File: src/rtl/wshb_sdram_arbiter.sv
// Two-master Wishbone B4 arbiter for the SDRAM controller port: VGA reader has fixed priority,
// the mire writer wins the next arbitration once it has waited MIRE_MAX_WAIT request cycles.
module wshb_sdram_arbiter #(
    parameter int ADR_W         = 32,
    parameter int DAT_W         = 16,
    parameter int SEL_W         = 2,
    parameter int MIRE_MAX_WAIT = 64
) (
    input  logic             clk,
    input  logic             rst,
    input  logic             vga_cyc,
    input  logic             vga_stb,
    input  logic             vga_we,
    input  logic [ADR_W-1:0] vga_adr,
    input  logic [SEL_W-1:0] vga_sel,
    input  logic [2:0]       vga_cti,
    input  logic [1:0]       vga_bte,
    output logic             vga_ack,
    output logic [DAT_W-1:0] vga_dat_sm,
    input  logic             mire_cyc,
    input  logic             mire_stb,
    input  logic             mire_we,
    input  logic [ADR_W-1:0] mire_adr,
    input  logic [SEL_W-1:0] mire_sel,
    input  logic [2:0]       mire_cti,
    input  logic [1:0]       mire_bte,
    input  logic [DAT_W-1:0] mire_dat_ms,
    output logic             mire_ack,
    output logic             s_cyc,
    output logic             s_stb,
    output logic             s_we,
    output logic [ADR_W-1:0] s_adr,
    output logic [SEL_W-1:0] s_sel,
    output logic [2:0]       s_cti,
    output logic [1:0]       s_bte,
    output logic [DAT_W-1:0] s_dat_ms,
    input  logic [DAT_W-1:0] s_dat_sm,
    input  logic             s_ack,
    output logic [1:0]       gnt
);

    localparam int CNT_W = $clog2(MIRE_MAX_WAIT + 1);
    localparam logic [CNT_W-1:0] CNT_MAX = CNT_W'(MIRE_MAX_WAIT);

    typedef enum logic [1:0] {
        IDLE     = 2'd0,
        GNT_VGA  = 2'd1,
        GNT_MIRE = 2'd2
    } state_t;

    state_t           state;
    state_t           state_next;
    logic [CNT_W-1:0] wait_cnt;
    logic             req_vga;
    logic             req_mire;

    assign req_vga    = vga_cyc & vga_stb;
    assign req_mire   = mire_cyc & mire_stb;
    assign vga_dat_sm = s_dat_sm;

    always_ff @(posedge clk or posedge rst) begin
        if (rst) begin
            state <= IDLE;
        end else begin
            state <= state_next;
        end
    end

    // Counts how long mire has been kept off the bus; saturates so the guard stays armed.
    always_ff @(posedge clk or posedge rst) begin
        if (rst) begin
            wait_cnt <= '0;
        end else if (state != GNT_MIRE && state_next == GNT_MIRE) begin
            wait_cnt <= '0;
        end else if (req_mire && state != GNT_MIRE && wait_cnt != CNT_MAX) begin
            wait_cnt <= wait_cnt + CNT_W'(1);
        end
    end

    always_comb begin
        state_next = state;
        case (state)
            IDLE: begin
                if (req_mire && wait_cnt == CNT_MAX) begin
                    state_next = GNT_MIRE;
                end else if (req_vga) begin
                    state_next = GNT_VGA;
                end else if (req_mire) begin
                    state_next = GNT_MIRE;
                end
            end
            GNT_VGA: begin
                if (!vga_cyc) begin
                    state_next = IDLE;
                end
            end
            GNT_MIRE: begin
                if (!mire_cyc) begin
                    state_next = IDLE;
                end
            end
            default: state_next = IDLE;
        endcase
    end

    // Bus mux: the granted master drives the slave combinationally, so s_cyc drops with x_cyc.
    always_comb begin
        s_cyc    = 1'b0;
        s_stb    = 1'b0;
        s_we     = 1'b0;
        s_adr    = '0;
        s_sel    = '0;
        s_cti    = 3'b000;
        s_bte    = 2'b00;
        s_dat_ms = '0;
        vga_ack  = 1'b0;
        mire_ack = 1'b0;
        gnt      = 2'b00;
        case (state)
            GNT_VGA: begin
                s_cyc   = vga_cyc;
                s_stb   = vga_stb;
                s_we    = vga_we;
                s_adr   = vga_adr;
                s_sel   = vga_sel;
                s_cti   = vga_cti;
                s_bte   = vga_bte;
                vga_ack = s_ack;
                gnt     = 2'b01;
            end
            GNT_MIRE: begin
                s_cyc    = mire_cyc;
                s_stb    = mire_stb;
                s_we     = mire_we;
                s_adr    = mire_adr;
                s_sel    = mire_sel;
                s_cti    = mire_cti;
                s_bte    = mire_bte;
                s_dat_ms = mire_dat_ms;
                mire_ack = s_ack;
                gnt      = 2'b10;
            end
            default: ;
        endcase
    end

endmodule

File: config.mk
export PLATFORM = sky130hd
export DESIGN_NAME = wshb_sdram_arbiter
export DESIGN_NICKNAME = d
export VERILOG_FILES = /design/src/rtl/wshb_sdram_arbiter.sv
export SDC_FILE = /design/constraint.sdc
export NUM_CORES = 1
export LEC_CHECK = 0
export ABC_AREA = 1
export BUFFER_PORTS_ARGS = -buffer_cell sky130_fd_sc_hd__buf_2
export CORE_AREA = 2 2 77 79
export DETAILED_ROUTE_END_ITERATION = 8
export DIE_AREA = 0 0 79 81
export GPL_TIMING_DRIVEN = 1
export PLACE_DENSITY = 0.73
export SLEW_MARGIN = 10
export SYNTH_ARGS = -nofsm -noshare
export SYNTH_HDL_FRONTEND = slang
export SYNTH_SLANG_ARGS = --single-unit
File: constraint.sdc
create_clock -name clk -period 1.4 [get_ports clk]
set_input_delay 0.28 -clock clk [delete_from_list [all_inputs] [get_ports clk]]
set_output_delay 0.28 -clock clk [all_outputs]
set_load 0.005 [all_outputs]
==> results of run 1 <==
==> power by group <==
group	switching, W	internal, W
clock	0.000109	0.000199
sequential	0.0000514	0.000339
combinational	0.00268	0.00263
==> area by class of cell <==
| class | count | share of cell area, % |
|---|---|---|
| well taps | 75 | 2.91 |
| clock buffers | 4 | 1.40 |
| flip-flops and latches | 9 | 6.99 |
| multi-input cells | 196 | 41.4 |
| repair buffers | 197 | 42.4 |
| inverters | 39 | 4.93 |
==> cells by family (layout without fill, tap and decap cells) <==
logic type	count (synthesis)	count (layout)	share of synthesized area [%]
AND/OR/NAND/NOR	139	139	37.8
AO/OA/AOI/OAI	45	45	15.8
flip-flops	9	9	15.2
XOR/XNOR	6	6	3.54
adder cells (fa/ha/maj)	6	6	5.06
buffers and inverters	71	240	22.6
==> repair_timing <==
action	CTS	global route
setup buffers	12	0
gates resized for setup	50	50
gates cloned	7	2
pin swaps	9	12
setup endpoints to repair	71	71
==> layer usage <==
metal,up-vias,share of wire (%),track usage [%],wire (um)
li1,1165,-,-,-
met1,1073,41,23.2,2840
met2,97,51,33.1,3550
met3,14,6.7,2.78,467
met4,2,1.8,5.86,126
met5,-,0.16,0,11
==> sequential cells by signal, summed over array words and instances, names as in the netlist <==
register / count
state: 2
wait_cnt: 7
==> cells in the final DEF, fill, tap and decap left out <==
cell type  instances
a21oi_1            1
a21oi_2           41
buf_12             7
buf_16             6
buf_2            159
buf_4             12
buf_6             11
clkbuf_1           1
clkbuf_16          2
clkbuf_8           3
clkinv_8           1
dfrtp_1            9
ha_1               3
ha_4               3
inv_1             20
inv_2             18
nand2_1           70
nand2_2           23
nand2_4           21
nand3_1            8
nand3_2            1
nor2_1            11
nor2_2             1
nor2_4             2
nor3_1             2
o21ai_0            1
o22ai_1            1
o22ai_4            1
xor2_1             6
==> worst max-delay path, stage by stage (launching register included) <==
cell and delay [ns]:
dfrtp_1 0.39, inv_2 0.12, ha_4 0.20, buf_12 0.14, buf_12 0.13, nand2_1 0.07, a21oi_2 0.14, buf_2 0.13
==> synthesized netlist by cell type <==
cell type / instances
inv_1: 34
a21oi_1: 42
nand3_1: 8
inv_2: 4
o22ai_2: 1
clkbuf_1: 11
nand2_1: 111
dfrtp_1: 9
o22ai_1: 1
xor2_1: 6
nor2_4: 1
buf_4: 17
o21ai_0: 1
clkinv_1: 1
nor2_2: 2
ha_1: 6
nand3_2: 1
nor2_1: 11
nand2_2: 3
nor3_1: 2
buf_2: 4
==> how the worst min path moves through the flow <==
stage                     start                       to  slack, ns  cells past startpoint
after global placement      rst       state[0]$_DFF_PP0_       0.26                      2
after global routing        rst  wait_cnt[4]$_DFFE_PP0P_       0.03                      2
final                       rst  wait_cnt[4]$_DFFE_PP0P_    -0.0002                      2
after detailed placement    rst       state[1]$_DFF_PP0_       0.27                      2
after CTS                   rst  wait_cnt[2]$_DFFE_PP0P_       0.01                      2
after floorplan             rst       state[0]$_DFF_PP0_       0.11                      1
==> stage by stage <==
stage                     total power (W)  hold slack [ns]  cell area [um^2]
after floorplan                   0.00273            0.108              1710
after global placement            0.00391            0.262              2550
after detailed placement          0.00398            0.268              2550
after CTS                         0.00570           0.0117              3030
after global routing              0.00647           0.0282              3220
final                             0.00600        -0.000248              3220
==> summary.md, run 1 <==
| Metric | Value |
|---|---|
| Status | `finished with violations` |
| Failing checks | `negative hold slack, negative setup slack` |
| Max VDD drop | `0.000917 V` |
| Largest net degree at the start of global routing | `17` |
| Clk sinks | `9` |
| Ys Warns | `0` |
| Top cells by area, synth | `nand2_1, dfrtp_1, a21oi_1` |
| CTS Buf Count | `3` |
| Root buf cell | `clkbuf_8` |
| Setup crit end | `s_sel[0]` |
| GR Overflow Total | `0` |
| Fmax | `0.545 GHz` |
| Syn Area/Cell | `5.37 um^2` |
| R2R Path End | `wait_cnt[0]$_DFFE_PP0P_` |
| Worst endpoint data arrival time | `1.55 ns` |
| Final wirelength | `7000 um` |
| Final setup violation count | `71` |
| Yosys top cell area share | `28.1%` |
| Port bufs | `164` |
| Leak Pwr | `1.83 nW` |
| Fin. Hold Viols | `1` |
| Die X | `79 um` |
| Clk slew on worst S/H paths | `0.05 ns` |
| Hold_buf cts | `0` |
| Cells after synthesis | `276` |
| Die H | `81 um` |
| Initial Utilization | `26.1%` |
| Setup Skew | `0.00432 ns` |
| GRT Total Usage | `18.6%` |
| Worst-path maximum fanout | `8` |
| Non-Filler Instances | `520` |
| Fraction of layout cells with a size suffix above 1 | `70.1%` |
| Mean number of vias per cell | `4.52` |
| Worst min path class | `input port to async pin` |
| First-pass GRT wire length | `9640 um` |
| Drt initial violations | `82` |
| CP startpoint | `state[0]$_DFF_PP0_` |
| Reg-to-reg startpoint | `state[1]$_DFF_PP0_` |
| H-tree Lvls | `1` |
| Max Cap Viol | `0` |
| Area Overhead vs Synth | `117%` |
| Worst Setup End Kind | `output pin` |
| Fin Hold WS | `-0.000248 ns` |
| Final worst-path cycle share | `131%` |
| CTS Buffer Depth | `2` |
| PD cells | `1860 nW/um^2` |
| Gp weighted congestion | `0.853` |
| RSZ-0062 raised after global routing | `true` |
| Register area share after synthesis | `15.2%` |
| Final Max Tran Viols | `0` |
| Setup ws final | `-0.434 ns` |
| Vias | `2,351` |
| Worst slew pin tran | `0.358 ns` |
| DRC viols | `0` |
| Drt pass-1 iters | `7` |
| DP HPWL | `4770 um` |
| I/O pins | `197` |
| WS Path Type | `register to output pin` |
| FF-to-FF path depth | `11` |
| Antenna cells | `0` |
| DR WL/cell | `13.5 um` |
| CP Launch Type | `register` |
| Rel. slew slack | `76.1%` |
| Cell variety after synth | `21` |
| CP required | `1.12 ns` |
| Mapped Area | `1480 um^2` |
| Final TNS setup | `-24.02 ns` |
| Worst-skew pair later-pin latency | `0.24 ns` |
| Reg area | `225 um^2` |
| Syn nets | `401` |
| Final Net Count | `571` |
| Initial antenna violation count | `1` |
| Final design utilization | `56.8%` |
| Vias in the first global route | `2,098` |
| Antenna viol nets, final | `0` |
| Pre-CTS setup slack | `-0.180 ns` |
| Die area | `6400 um^2` |
| Rows | `28` |
| Final min period | `1.83 ns` |
| Seq cells post-synth | `9` |
| Core Area | `5680 um^2` |
| Layout filler cell count | `541` |
| CTS tree | `done` |
| Leading area contributor after synthesis | `nand2_1` |
| Post-placement cell count | `499` |
| Multi-input combinational cell area | `1330 um^2` |
| R2R setup slack | `-0.27 ns` |
(Power assumes the default switching activity.)
==> inputs of run 2 (changes only) <==
CORE_AREA = 2 2 76 78   (was 2 2 77 79)
DIE_AREA = 0 0 78 80   (was 0 0 79 81)
GPL_ROUTABILITY_DRIVEN = 0   (was not set)
HOLD_SLACK_MARGIN = 0.03   (was not set)
PLACE_DENSITY = 0.72   (was 0.73)
clock period = 2.3 ns   (was 1.4 ns; I/O delays follow)
==> run 2 against run 1 <==
The run now ends clean. Final cell count shrank 6.0%. Sequential cell count did not move. Final area decreased by 28%. Combinational power is 69% lower. Clock power is 39% lower. Via count down 11%. Clock skew about the same. Critical endpoint unchanged. Largest power group unchanged.
==> summary.md, run 2 (synthesis gave the netlist of run 1 again) <==
| Metric | Value |
|---|---|
| Status | `finished, final reports clean (was finished with violations)` |
| GRT Total Usage | `15.3% (was 18.6%)` |
| Final setup violation count | `0 (was 71)` |
| Area Overhead vs Synth | `56.1% (was 117%)` |
| Root buf cell | `clkbuf_8 (unchanged)` |
| Final TNS setup | `0 ns (was -24.02 ns)` |
| Fmax | `0.470 GHz` |
| Clk slew on worst S/H paths | `0.05 ns (about the same)` |
| Layout filler cell count | `562 (was 541)` |
| Vias in the first global route | `1,779 (was 2,098)` |
| Max reg flops | `7 (unchanged)` |
| Worst Setup End Kind | `output pin (unchanged)` |
| Int Pwr | `0.000983 W (was 0.00317 W)` |
| Worst path cell trace | `inv_1 -> ha_2 -> buf_4 -> nand2_1 -> a21oi_1 -> buf_2 (was inv_2 -> ha_4 -> buf_12 -> buf_12 -> nand2_1 -> a21oi_2 -> buf_2)` |
| Largest net degree at the start of global routing | `43 (was 17)` |
| DRC viols | `0 (unchanged)` |
| Combinational power share | `78.5% (was 88.4%)` |
| Biggest register | `wait_cnt (unchanged)` |
| Antenna cells | `0 (unchanged)` |
| Vias | `2,101 (was 2,351)` |
| Drt pass-1 iters | `4 (was 7)` |
| DP HPWL | `4240 um (was 4770 um)` |
| CTS tree | `done (unchanged)` |
| Hold_buf cts | `0 (unchanged)` |
| CP Launch Type | `register (unchanged)` |
| Mean number of vias per cell | `4.30 (was 4.52)` |
| Max stage delay on crit path | `0.40 ns (was 0.39 ns)` |
| CTS resizes | `0 (was 50)` |
| Max Cap Viol | `0 (unchanged)` |
| Die X | `78 um (was 79 um)` |
| Final Net Count | `543 (was 571)` |
| Final min period | `2.13 ns` |
| Initial antenna violation count | `0 (was 1)` |
| Drt initial violations | `45 (was 82)` |
| Port bufs | `164 (unchanged)` |
| Final wirelength | `5260 um (was 7000 um)` |
| Die H | `80 um (was 81 um)` |
| Switching power | `0.00109 W (was 0.00284 W)` |
| CTS Buf Count | `3 (unchanged)` |
| Clk pwr share | `9.0% (was 5.1%)` |
| Worst slew pin tran | `0.359 ns (was 0.358 ns)` |
| Worst min path class | `input port to async pin (unchanged)` |
| Commonest non-fill, non-tap cell in the layout | `buf_2 (unchanged)` |
| Initial Utilization | `27.4% (was 26.1%)` |
| Fraction of layout cells with a size suffix above 1 | `44.4% (was 70.1%)` |
| Rows | `27 (was 28)` |
| Core Area | `5410 um^2 (was 5680 um^2)` |
| Share of total power in sequential cells | `12.5% (was 6.5%)` |
| Post-CTS setup buffer count | `0 (was 12)` |
| Rel. slew slack | `76.0% (was 76.1%)` |
| Fin. Hold Viols | `0 (was 1)` |
| CTS Buffer Depth | `2 (unchanged)` |
| CP required | `1.84 ns (was 1.12 ns)` |
| Max VDD drop | `0.000415 V (was 0.000917 V)` |
| Final design utilization | `42.8% (was 56.8%)` |
| DR WL/cell | `10.7 um (was 13.5 um)` |
| Final worst-path cycle share | `92.5%` |
| Die area | `6240 um^2 (was 6400 um^2)` |
| Sw frac | `52.5% (was 47.3%)` |
| Commonest non-fill, non-tap cells in the layout | `buf_2, nand2_1, a21oi_1 (was buf_2, nand2_1, a21oi_2)` |
| Clk sinks | `9 (unchanged)` |
| First-pass GRT wire length | `7860 um (was 9640 um)` |
| PD cells | `894 nW/um^2 (was 1860 nW/um^2)` |
| Leak Pwr | `1.44 nW (was 1.83 nW)` |
| Worst endpoint data arrival time | `1.67 ns (was 1.55 ns)` |
| H-tree Lvls | `1 (unchanged)` |
| RSZ-0062 raised after global routing | `false (was true)` |
| Worst-path maximum fanout | `36 (was 8)` |
| CP max stage cell | `dfrtp_1 (unchanged)` |
| Biggest registers after layout | `wait_cnt: 7 flops, state: 2 flops (unchanged)` |
| Final Max Tran Viols | `0 (unchanged)` |
| I/O pins | `197 (unchanged)` |
| GR Overflow Total | `0 (unchanged)` |
| Setup Skew | `0.00430 ns (was 0.00432 ns)` |
| Antenna viol nets, final | `0 (unchanged)` |
| WS Path Type | `register to output pin (unchanged)` |
| Worst-skew pair later-pin latency | `0.24 ns (about the same)` |
run 2: cell count changes in the layout (fill, tap and decap cells not counted), sizes merged:
cell    change
clkbuf      -2
buf        -26
run 2: area by class of cell:
type	instances	area (um^2)	share of cell area (%)
tap	72	90.1	3.89
multi-input combinational	196	925	39.9
sequential	9	225	9.73
inverter	39	146	6.32
timing repair buffer	169	883	38.2
clock buffer	4	45.0	1.95
run 2: metrics by stage:
step	cells	power [W]	hold slack [ns]	worst slack (ns)	area [um^2]
global route	489	0.00232	0.209	0.0275	2310
finish	489	0.00207	0.179	0.172	2310
global placement	485	0.00188	0.431	0.481	2270
CTS	489	0.00210	0.194	0.172	2310
detailed placement	485	0.00190	0.447	0.435	2270
floorplan	276	0.00127	0.288	0.483	1480
run 2: worst paths after layout:
path                                         start                       to  slack [ns]  cells past startpoint
setup reg to reg                state[0]$_DFF_PP0_  wait_cnt[4]$_DFFE_PP0P_        0.57                      8
hold / removal                                 rst  wait_cnt[0]$_DFFE_PP0P_        0.18                      2
min in group clk           wait_cnt[6]$_DFFE_PP0P_  wait_cnt[6]$_DFFE_PP0P_        0.55                      2
setup / recovery                state[0]$_DFF_PP0_                 s_sel[0]        0.17                      6
hold reg to reg            wait_cnt[6]$_DFFE_PP0P_  wait_cnt[6]$_DFFE_PP0P_        0.55                      2
max in group asynchronous                      rst       state[1]$_DFF_PP0_        1.86                      2
run 2: routing by layer:
metal | share of wire [%] | vias to the layer above | GRT usage [%]
li1 | - | 1099 | -
met1 | 40 | 886 | 17.8
met3 | 8.3 | 8 | 2.15
met2 | 50 | 108 | 28.6
met4 | 1.4 | 0 | 5.26
met5 | 0 | - | 0
run 2: power by group through the flow:
stage	combinational (W)	sequential [W]	clock, W
final	0.00162	0.000258	0.000187
after global routing	0.00186	0.000268	0.000198
after CTS	0.00165	0.000259	0.000192
after detailed placement	0.00164	0.000261	0
after global placement	0.00163	0.000258	0
after floorplan	0.00102	0.000250	0
run 2: worst max-delay path, delay by kind of cell (launching register included):
family                     cells  cell delay, ns
AOI/OAI and AO/OA              1            0.15
buffers and inverters          3            0.57
DFF                            1            0.40
adders and majority gates      1            0.21
and+or+nand+nor                1            0.08
